`config.mk`:
```
export PLATFORM = sky130hd
export DESIGN_NAME = spi_host_master
export DESIGN_NICKNAME = d
export VERILOG_FILES = /design/src/rtl/spi_host_master.sv
export SDC_FILE = /design/constraint.sdc
export NUM_CORES = 1
export LEC_CHECK = 0
export BUFFER_PORTS_ARGS = -buffer_cell sky130_fd_sc_hd__buf_4
export CAP_MARGIN = 40
export CORE_UTILIZATION = 64
export CTS_BUF_LIST = sky130_fd_sc_hd__clkbuf_2
export CTS_CLUSTER_DIAMETER = 30
export DETAILED_ROUTE_END_ITERATION = 8
export GPL_ROUTABILITY_DRIVEN = 0
export PLACE_DENSITY_LB_ADDON = 0.2
export SETUP_SLACK_MARGIN = 0.05
export SKIP_LAST_GASP = 1
export SYNTH_ARGS = -nofsm -noshare
export SYNTH_HDL_FRONTEND = slang
export SYNTH_SLANG_ARGS = --single-unit
```
`constraint.sdc`:
```
create_clock -name clk -period 3 [get_ports clk]
set_input_delay 0.6 -clock clk [delete_from_list [all_inputs] [get_ports clk]]
set_output_delay 0.6 -clock clk [all_outputs]
set_load 0.1 [all_outputs]
```
`src/rtl/spi_host_master.sv`:
```
// spi_host_master
//   SPI mode 0 (CPOL=0, CPHA=0) host that shifts one 8-bit frame per
//   accepted start request. Data moves MSB first in both directions.
//   Slave select can stay low across frames (keep_ss), so back-to-back
//   frames can form one longer transaction.
//
// Parameters
//   HALF_PERIOD : clk cycles per SCK half-period (1..255)
//
// Ports
//   clk      in   system clock, rising edge
//   n_rst    in   asynchronous active-low reset
//   start    in   frame request; accepted only when no frame is active
//   tx_data  in   [7:0] frame to send, captured on acceptance
//   keep_ss  in   captured on acceptance; 1 keeps SS low after the frame
//   MISO     in   serial data from the slave
//   SCK      out  serial clock, idles low
//   SS       out  active-low slave select
//   MOSI     out  serial data to the slave
//   busy     out  high while a frame is in progress
//   done     out  one-cycle pulse when a frame completes
//   rx_data  out  [7:0] last received frame
module spi_host_master #(
  parameter int unsigned HALF_PERIOD = 2
) (
  input  logic       clk,
  input  logic       n_rst,
  input  logic       start,
  input  logic [7:0] tx_data,
  input  logic       keep_ss,
  input  logic       MISO,
  output logic       SCK,
  output logic       SS,
  output logic       MOSI,
  output logic       busy,
  output logic       done,
  output logic [7:0] rx_data
);

  localparam logic [7:0] HP = 8'(HALF_PERIOD);

  typedef enum logic [2:0] {
    IDLE,
    SELECTED,
    LEAD,
    SHIFT,
    DONE
  } state_e;

  state_e     state_q, state_d;
  logic [7:0] hp_cnt_q, hp_cnt_d;
  logic [3:0] bit_cnt_q, bit_cnt_d;
  logic [7:0] tx_sh_q, tx_sh_d;
  logic [7:0] rx_sh_q, rx_sh_d;
  logic       keep_q, keep_d;
  logic       sck_q, sck_d;
  logic       ss_q, ss_d;
  logic       mosi_q, mosi_d;
  logic       busy_q, busy_d;
  logic       done_q, done_d;
  logic [7:0] rx_data_q, rx_data_d;

  // State and every output live in flops; reset abandons any frame at once.
  always_ff @(posedge clk or negedge n_rst) begin
    if (!n_rst) begin
      state_q   <= IDLE;
      hp_cnt_q  <= 8'd0;
      bit_cnt_q <= 4'd0;
      tx_sh_q   <= 8'd0;
      rx_sh_q   <= 8'd0;
      keep_q    <= 1'b0;
      sck_q     <= 1'b0;
      ss_q      <= 1'b1;
      mosi_q    <= 1'b0;
      busy_q    <= 1'b0;
      done_q    <= 1'b0;
      rx_data_q <= 8'd0;
    end else begin
      state_q   <= state_d;
      hp_cnt_q  <= hp_cnt_d;
      bit_cnt_q <= bit_cnt_d;
      tx_sh_q   <= tx_sh_d;
      rx_sh_q   <= rx_sh_d;
      keep_q    <= keep_d;
      sck_q     <= sck_d;
      ss_q      <= ss_d;
      mosi_q    <= mosi_d;
      busy_q    <= busy_d;
      done_q    <= done_d;
      rx_data_q <= rx_data_d;
    end
  end

  // Next-state and next-output logic.
  always_comb begin
    state_d   = state_q;
    hp_cnt_d  = hp_cnt_q;
    bit_cnt_d = bit_cnt_q;
    tx_sh_d   = tx_sh_q;
    rx_sh_d   = rx_sh_q;
    keep_d    = keep_q;
    sck_d     = sck_q;
    ss_d      = ss_q;
    mosi_d    = mosi_q;
    busy_d    = busy_q;
    done_d    = 1'b0;
    rx_data_d = rx_data_q;

    case (state_q)
      // DONE is the single cycle in which the done pulse is visible. busy
      // is already low there, so it accepts a new request just like the
      // resting states; that lets a frame follow directly on the next one.
      IDLE, SELECTED, DONE: begin
        if (state_q == DONE) begin
          state_d = keep_q ? SELECTED : IDLE;
        end
        if (start) begin
          state_d   = LEAD;
          tx_sh_d   = tx_data;
          keep_d    = keep_ss;
          hp_cnt_d  = 8'd0;
          bit_cnt_d = 4'd0;
        end
      end

      // Entered on the accepting edge. The first LEAD edge asserts SS and
      // presents the MSB; the first SCK rise follows HALF_PERIOD edges later.
      // HP is at least 1, so the two comparisons never hit together.
      LEAD: begin
        hp_cnt_d = hp_cnt_q + 8'd1;
        if (hp_cnt_q == 8'd0) begin
          ss_d   = 1'b0;
          mosi_d = tx_sh_q[7];
          busy_d = 1'b1;
        end
        if (hp_cnt_q == HP) begin
          sck_d    = 1'b1;
          rx_sh_d  = {rx_sh_q[6:0], MISO};
          hp_cnt_d = 8'd1;
          state_d  = SHIFT;
        end
      end

      // hp_cnt runs 1..HP between toggles, so it never wraps. Rises sample
      // MISO; falls advance MOSI, except the 8th fall, which ends the frame.
      SHIFT: begin
        if (hp_cnt_q == HP) begin
          hp_cnt_d = 8'd1;
          if (!sck_q) begin
            sck_d   = 1'b1;
            rx_sh_d = {rx_sh_q[6:0], MISO};
          end else begin
            sck_d     = 1'b0;
            bit_cnt_d = bit_cnt_q + 4'd1;
            if (bit_cnt_q == 4'd7) begin
              done_d    = 1'b1;
              busy_d    = 1'b0;
              rx_data_d = rx_sh_q;
              ss_d      = ~keep_q;
              state_d   = DONE;
            end else begin
              mosi_d  = tx_sh_q[6];
              tx_sh_d = {tx_sh_q[6:0], 1'b0};
            end
          end
        end else begin
          hp_cnt_d = hp_cnt_q + 8'd1;
        end
      end

      default: state_d = IDLE;
    endcase
  end

  assign SCK     = sck_q;
  assign SS      = ss_q;
  assign MOSI    = mosi_q;
  assign busy    = busy_q;
  assign done    = done_q;
  assign rx_data = rx_data_q;

endmodule

```
==> results.sh, run 1 <==
export IMPL_status="finished clean"
export IMPL_p_int_mw=1.333
export IMPL_slew_headroom_pct=63.04
export IMPL_synth_top_area_share_pct=50.40
export IMPL_post_synth_most_frequent_cells="dfrtp_1 (44), nand2_1 (29), mux2_2 (24)"
export IMPL_ys_async_sr_fraction_pct=100.0
export IMPL_die_area_um2=3651
export IMPL_hold_viol_final=0
export IMPL_tightest_slew_ns=0.5513
export IMPL_synth_edff_count=0
export IMPL_drt_drc_violations_left=0
export IMPL_ys_warn_count=0
export IMPL_num_antenna_cells=0
export IMPL_synthDominantAreaCellType="dfrtp_1"
export IMPL_post_route_cells_drive_above_1_share_pct=29.78
export IMPL_detail_route_vias_per_cell=5.981
export IMPL_crit_required_ns=3.33
export IMPL_cts_max_path_buffers=2
export IMPL_grt_first_pass_wirelength_um=6486
export IMPL_area_of_the_mapped_netlist_um2=2185
export IMPL_fillerInstances=208
export IMPL_net_switching_power_mw=1.042
export IMPL_drt_antenna_violating_nets=0
export IMPL_floorplan_die_height_um=60.43
export IMPL_power_share_switching_pct=43.87
export IMPL_combinationalPowerShare_pct=43.9
export IMPL_max_cap_violations=0
export IMPL_syn_to_final_growth_pct=12.94
export IMPL_post_cts_resized=0
export IMPL_grt_overflow_total=0
export IMPL_clockPowerShare_pct=14.0
export IMPL_cp_max_fo=10
export IMPL_synth_nets=215
export IMPL_final_core_util_pct=78.25
export IMPL_clk_root_buffer_cell="clkbuf_2"
export IMPL_dpl_hpwl_um=2871
export IMPL_hold_fix_buffer_count_after_cts=0
export IMPL_startpoint_kind_of_the_worst_setup_timing_path="flop"
export IMPL_ys_types=37
export IMPL_layout_worst_path_cycle_share_pct=71.75
export IMPL_regArea_um2=1127
export IMPL_wire_per_inst_um=15.09
export IMPL_area_used_by_multi_input_combinational_logic_um2=985.9
export IMPL_via_count_of_the_first_global_routing_pass=1431
export IMPL_power_ir_vdd_worst_uv=573.8
export IMPL_detailedRoute_firstPassIterationCount=5
export IMPL_post_cts_setup_buffers=0
export IMPL_cell_with_the_most_instances_after_synthesis="dfrtp_1"
export IMPL_layoutNonFillerInstCount=269
export IMPL_final_design_area_no_fill_um2=2467
export IMPL_power_static_leakage_nw=1.160
export IMPL_post_place_cells=261
export IMPL_pin_count=26
export IMPL_numCtsBuffers=5
export IMPL_cts_tree="done"
export IMPL_worstSetupPathType="reg2reg"
export IMPL_fin_worst_skew_ns=0.01280
export IMPL_sum_of_negative_setup_slack_ns=0
export IMPL_period_minus_slack_ns=2.152
export IMPL_drt_initial_drc_count=196
export IMPL_placement_io_buffers=25
export IMPL_finish_net_count=241
export IMPL_synth_seq_area_share_pct=51.60
export IMPL_power_density_nw_per_um2=962.5
export IMPL_setup_worst_path_end_class="flop"
export IMPL_clk_latency_ns=0.42
export IMPL_grt_antenna_before_repair=0
export IMPL_crit_arrival_ns=2.48
export IMPL_timing_final_max_slew_violations=0
export IMPL_max_freq_ghz=0.4646
export IMPL_synthCells=198
export IMPL_post_synth_main_area_contributors="dfrtp_1 (50%), mux2_2 (12%), nand2_1 (5.0%)"
export IMPL_core_box_area_um2=3153
export IMPL_clock_tree_htree_level_count=2
export IMPL_hp_class="in2async"
export IMPL_grt_max_degree=46
export IMPL_initial_core_util_pct=69.29
export IMPL_grt_use_total_pct=24.52
export IMPL_num_rows=20
export IMPL_place_area_um2=2401
export IMPL_grt_setup_unrepaired="false"
export IMPL_dieWidth_um=60.43
export IMPL_clkTransAtPathRegs_ns=0.22
export IMPL_wirelength_um=4060
export IMPL_final_setup_vio_count=0
export IMPL_num_vias=1609
export IMPL_count_of_state_elements_after_synthesis=45
export IMPL_avgSynthCellArea_um2=11.03
export IMPL_clkSinkCount=45
export IMPL_synth_top_flop_cell="dfrtp_1"
export IMPL_share_seq_of_total_power_pct=42.1
-- final timing paths --
| path | from | end | slack (ns) | cells past startpoint |
|---|---|---|---|---|
| worst min register to register | bit_cnt_q[3] | bit_cnt_q[3] | 0.49 | 1 |
| worst max-delay path | hp_cnt_q[4] | rx_data[4] | 0.85 | 3 |
| min in group clk | MISO | rx_sh_q[0] | 0.40 | 2 |
| worst min-delay path | n_rst | tx_sh_q[4] | 0.12 | 1 |
| max in group asynchronous | n_rst | SS | 2.50 | 1 |
| worst max register to register | hp_cnt_q[4] | rx_data[4] | 0.85 | 3 |
-- sequential cells by signal (all words and copies together), names as in the netlist --
name,flops
rx_sh_q,8
keep_q,1
state_q,3
SS,1
tx_sh_q,8
rx_data,8
SCK,1
bit_cnt_q,4
hp_cnt_q,8
MOSI,1
done,1
busy,1
-- cells in the final DEF (no fill, tap or decap), types with 2 or more instances in the layout --
cell,n
nor2_1,4
ha_1,4
nor3_1,4
mux2_2,24
a21oi_4,2
nand4_1,3
nand3_1,7
and3_1,2
nand2_1,29
a31oi_1,6
a21oi_1,14
buf_4,27
nor2b_1,3
inv_1,8
nand2b_1,5
clkbuf_2,5
o21ai_0,7
mux2i_1,6
nand3b_1,2
dfrtp_1,44
-- power by group through the flow --
stage / Combinational, mW / Clock, mW / Sequential, mW
global placement: 0.977 / 0 / 0.983
global route: 1.13 / 0.355 / 1.02
floorplan: 0.687 / 0 / 1.12
detailed placement: 1.03 / 0 / 1.01
CTS: 1.04 / 0.339 / 0.993
finish: 1.04 / 0.332 / 0.999
-- layout make-up --
class | count | share of cell area, %
Inverter | 8 | 1.217
Clock buffer | 5 | 1.014
Sequential cell | 45 | 45.69
Multi-Input combinational cell | 137 | 39.96
Clock inverter | 3 | 1.673
Timing Repair Buffer | 27 | 8.215
Tap cell | 44 | 2.231
-- cell families after synthesis --
family / count (synthesis) / share of synthesized area, %
muxes: 30 / 15.12
xor gates and xnor gates: 1 / 0.4010
AOI/OAI and AO/OA: 35 / 10.25
DFF: 45 / 51.60
and+or+nand+nor: 67 / 17.07
buffers and inverters: 16 / 3.264
adders and majority gates: 4 / 2.291
-- critical path, stage by stage, from the launching register on --
cell and delay (ns):
dfrtp_1 0.52, nor4_4 0.53, nand4bb_1 0.55, mux2_2 0.46
-- routing by layer --
| metal | up-vias | share of wire [%] | GRT usage [%] |
|---|---|---|---|
| li1 | 750 | - | - |
| met1 | 767 | 42 | 30.59 |
| met2 | 73 | 48 | 39.72 |
| met3 | 19 | 6.8 | 5.970 |
| met4 | 0 | 3.2 | 12.99 |
| met5 | - | 0 | 0 |
-- stage by stage --
stage	setup WS [ns]	power [mW]	hold WS (ns)
floorplan	0.8177	1.807	0.3044
global placement	0.8732	1.959	0.4546
detailed placement	0.8029	2.039	0.4690
CTS	0.8140	2.369	0.1247
global route	0.6836	2.501	0.1512
finish	0.8476	2.375	0.1225
Power figures use the tool's default switching activity.
==> run 2, diff against run 1 <==
--- a/config.mk
+++ b/config.mk
@@ -7,7 +7,7 @@
 export LEC_CHECK = 0
 export BUFFER_PORTS_ARGS = -buffer_cell sky130_fd_sc_hd__buf_4
 export CAP_MARGIN = 40
-export CORE_UTILIZATION = 64
+export CORE_UTILIZATION = 60
 export CTS_BUF_LIST = sky130_fd_sc_hd__clkbuf_2
 export CTS_CLUSTER_DIAMETER = 30
 export DETAILED_ROUTE_END_ITERATION = 8
==> constraint.sdc (replaced) <==
create_clock -name clk -period 2.1 [get_ports clk]
set_input_delay 0.42 -clock clk [delete_from_list [all_inputs] [get_ports clk]]
set_output_delay 0.42 -clock clk [all_outputs]
set_load 0.1 [all_outputs]
==> run 2 against run 1 <==
  * Sequential share of layout area decreased by 1.7 points
  * Critical path depth increased by 3
  * Register-to-register slack got worse by 0.65 ns
  * Clock power increased by 78%
  * Sequential power increased by 42%
  * First-iteration DRC count decreased by 3.6%
  * Setup slack got worse by 0.65 ns
  * Global-route usage decreased by 0.46 points
  * Non-clock buffer count increased by 9
  * Final cell count increased by 4.1%
  * Critical path type unchanged
  * Critical endpoint is now tx_sh_q[3]
  * Largest cell class unchanged
==> results.sh, run 2 (synthesis results as in run 1) <==
export IMPL_status="finished clean"
export IMPL_via_count_of_the_first_global_routing_pass=1601
export IMPL_final_core_util_pct=75.09
export IMPL_power_static_leakage_nw=1.217
export IMPL_end_of_the_worst_hold_path="keep_q"
export IMPL_grt_first_pass_wirelength_um=7279
export IMPL_cp_max_fo=7
export IMPL_critical_path_reg2reg_startpoint="hp_cnt_q[0]"
export IMPL_dpl_hpwl_um=2968
export IMPL_drt_drc_violations_left=0
export IMPL_placement_io_buffers=25
export IMPL_power_ir_vdd_worst_uv=954.6
export IMPL_dieWidth_um=62.34
export IMPL_hold_slack_ns=0.2340
export IMPL_initial_core_util_pct=63.96
export IMPL_grt_antenna_before_repair=0
export IMPL_setup_worst_path_end_class="flop"
export IMPL_tightest_slew_ns=0.5478
export IMPL_detail_route_vias_per_cell=5.707
export IMPL_wirelength_um=4063
export IMPL_crit_required_ns=2.41
export IMPL_wire_per_inst_um=14.51
export IMPL_detailedRoute_firstPassIterationCount=4
export IMPL_clk_root_buffer_cell="clkbuf_2"
export IMPL_clk_latency_ns=0.42
export IMPL_timing_final_max_slew_violations=0
export IMPL_final_common_cell="dfrtp_1"
export IMPL_r2r_cells=6
export IMPL_place_area_um2=2465
export IMPL_syn_to_final_growth_pct=17.41
export IMPL_period_minus_slack_ns=1.898
export IMPL_clkTransAtPathRegs_ns=0.21
export IMPL_startpoint_kind_of_the_worst_setup_timing_path="flop"
export IMPL_finish_net_count=250
export IMPL_final_setup_vio_count=0
export IMPL_layoutNonFillerInstCount=280
export IMPL_post_route_cells_drive_above_1_share_pct=32.91
export IMPL_max_cap_violations=0
export IMPL_grt_use_total_pct=24.06
export IMPL_hold_path_startpoint="keep_ss"
export IMPL_crit_arrival_ns=2.21
export IMPL_hp_class="in2reg"
export IMPL_post_place_cells=271
export IMPL_slew_headroom_pct=63.48
export IMPL_power_density_nw_per_um2=1394
export IMPL_core_box_area_um2=3416
export IMPL_commonest_cells_after_routing_fill_and_taps_aside="dfrtp_1 (43), buf_4 (35), nand2_1 (29), mux2_2 (24), a21oi_1 (14)"
export IMPL_layout_worst_path_cycle_share_pct=90.38
export IMPL_design_power_total_mw=3.576
export IMPL_post_cts_resized=0
export IMPL_fin_worst_skew_ns=0.02677
export IMPL_hold_viol_final=0
export IMPL_drt_antenna_violating_nets=0
export IMPL_max_freq_ghz=0.5269
export IMPL_pin_count=26
export IMPL_die_area_um2=3886
export IMPL_sum_of_negative_setup_slack_ns=0
export IMPL_grt_setup_unrepaired="false"
export IMPL_clkSinkCount=45
export IMPL_r2r_end="tx_sh_q[3]"
export IMPL_worstSetupPathType="reg2reg"
export IMPL_place_worst_setup_slack_ns=0.2385
export IMPL_post_cts_setup_buffers=0
export IMPL_numCtsBuffers=5
export IMPL_min_path_cells=2
export IMPL_num_rows=21
export IMPL_floorplan_die_height_um=62.34
export IMPL_r2r_slack_ns=0.20
export IMPL_drt_initial_drc_count=189
export IMPL_num_vias=1598
export IMPL_final_design_area_no_fill_um2=2565
export IMPL_cts_max_path_buffers=2
export IMPL_clock_tree_htree_level_count=2
export IMPL_num_antenna_cells=0
export IMPL_cts_tree="done"
export IMPL_grt_max_degree=46
export IMPL_grt_overflow_total=0
export IMPL_final_critical_path_setup_slack_ns=0.2020
-- run 2: what timing repair did --
| action | 4_1_cts | 5_1_grt |
|---|---|---|
| hold buffers | 1 | 0 |
| setup endpoints to repair | 0 | 0 |
| hold endpoints to repair | 44 | 0 |
-- run 2: critical path, cell delays in order (launching register included) --
cell      delay, ns
dfrtp_1        0.46
inv_1          0.10
ha_1           0.23
and4bb_2       0.31
a21oi_2        0.09
a21oi_4        0.24
mux2_2         0.37
-- run 2: final cells by class --
| cell class | count | area [µm²] |
|---|---|---|
| Multi-Input combinational cell | 137 | 985.9 |
| Tap cell | 46 | 57.56 |
| Clock inverter | 3 | 65.06 |
| Inverter | 8 | 30.03 |
| Clock buffer | 5 | 25.02 |
| Sequential cell | 45 | 1129 |
| Timing Repair Buffer | 36 | 272.8 |
| Fill cell | 239 | 850.8 |
-- run 2: worst max path at each step --
stage / startpoint / to / slack, ns / cells past startpoint
floorplan: SCK / tx_sh_q[1] / 0.25 / 4
global placement: hp_cnt_q[4] / rx_sh_q[3] / 0.28 / 5
detailed placement: hp_cnt_q[0] / tx_sh_q[1] / 0.24 / 6
CTS: hp_cnt_q[0] / tx_sh_q[3] / 0.20 / 6
global route: hp_cnt_q[0] / MOSI / 0.09 / 6
finish: hp_cnt_q[0] / tx_sh_q[3] / 0.20 / 6
-- run 2: power breakdown --
group          leakage (nW)  internal, mW  switching (mW)
Combinational         0.598         0.638           0.928
Sequential            0.566          1.14           0.277
Clock                0.0529         0.318           0.271
-- run 2: routing by layer --
metal,routed length [µm],track usage (%)
met5,0,0
met4,56,9.302
met3,193,4.044
met2,1948,39.42
met1,1864,32.17
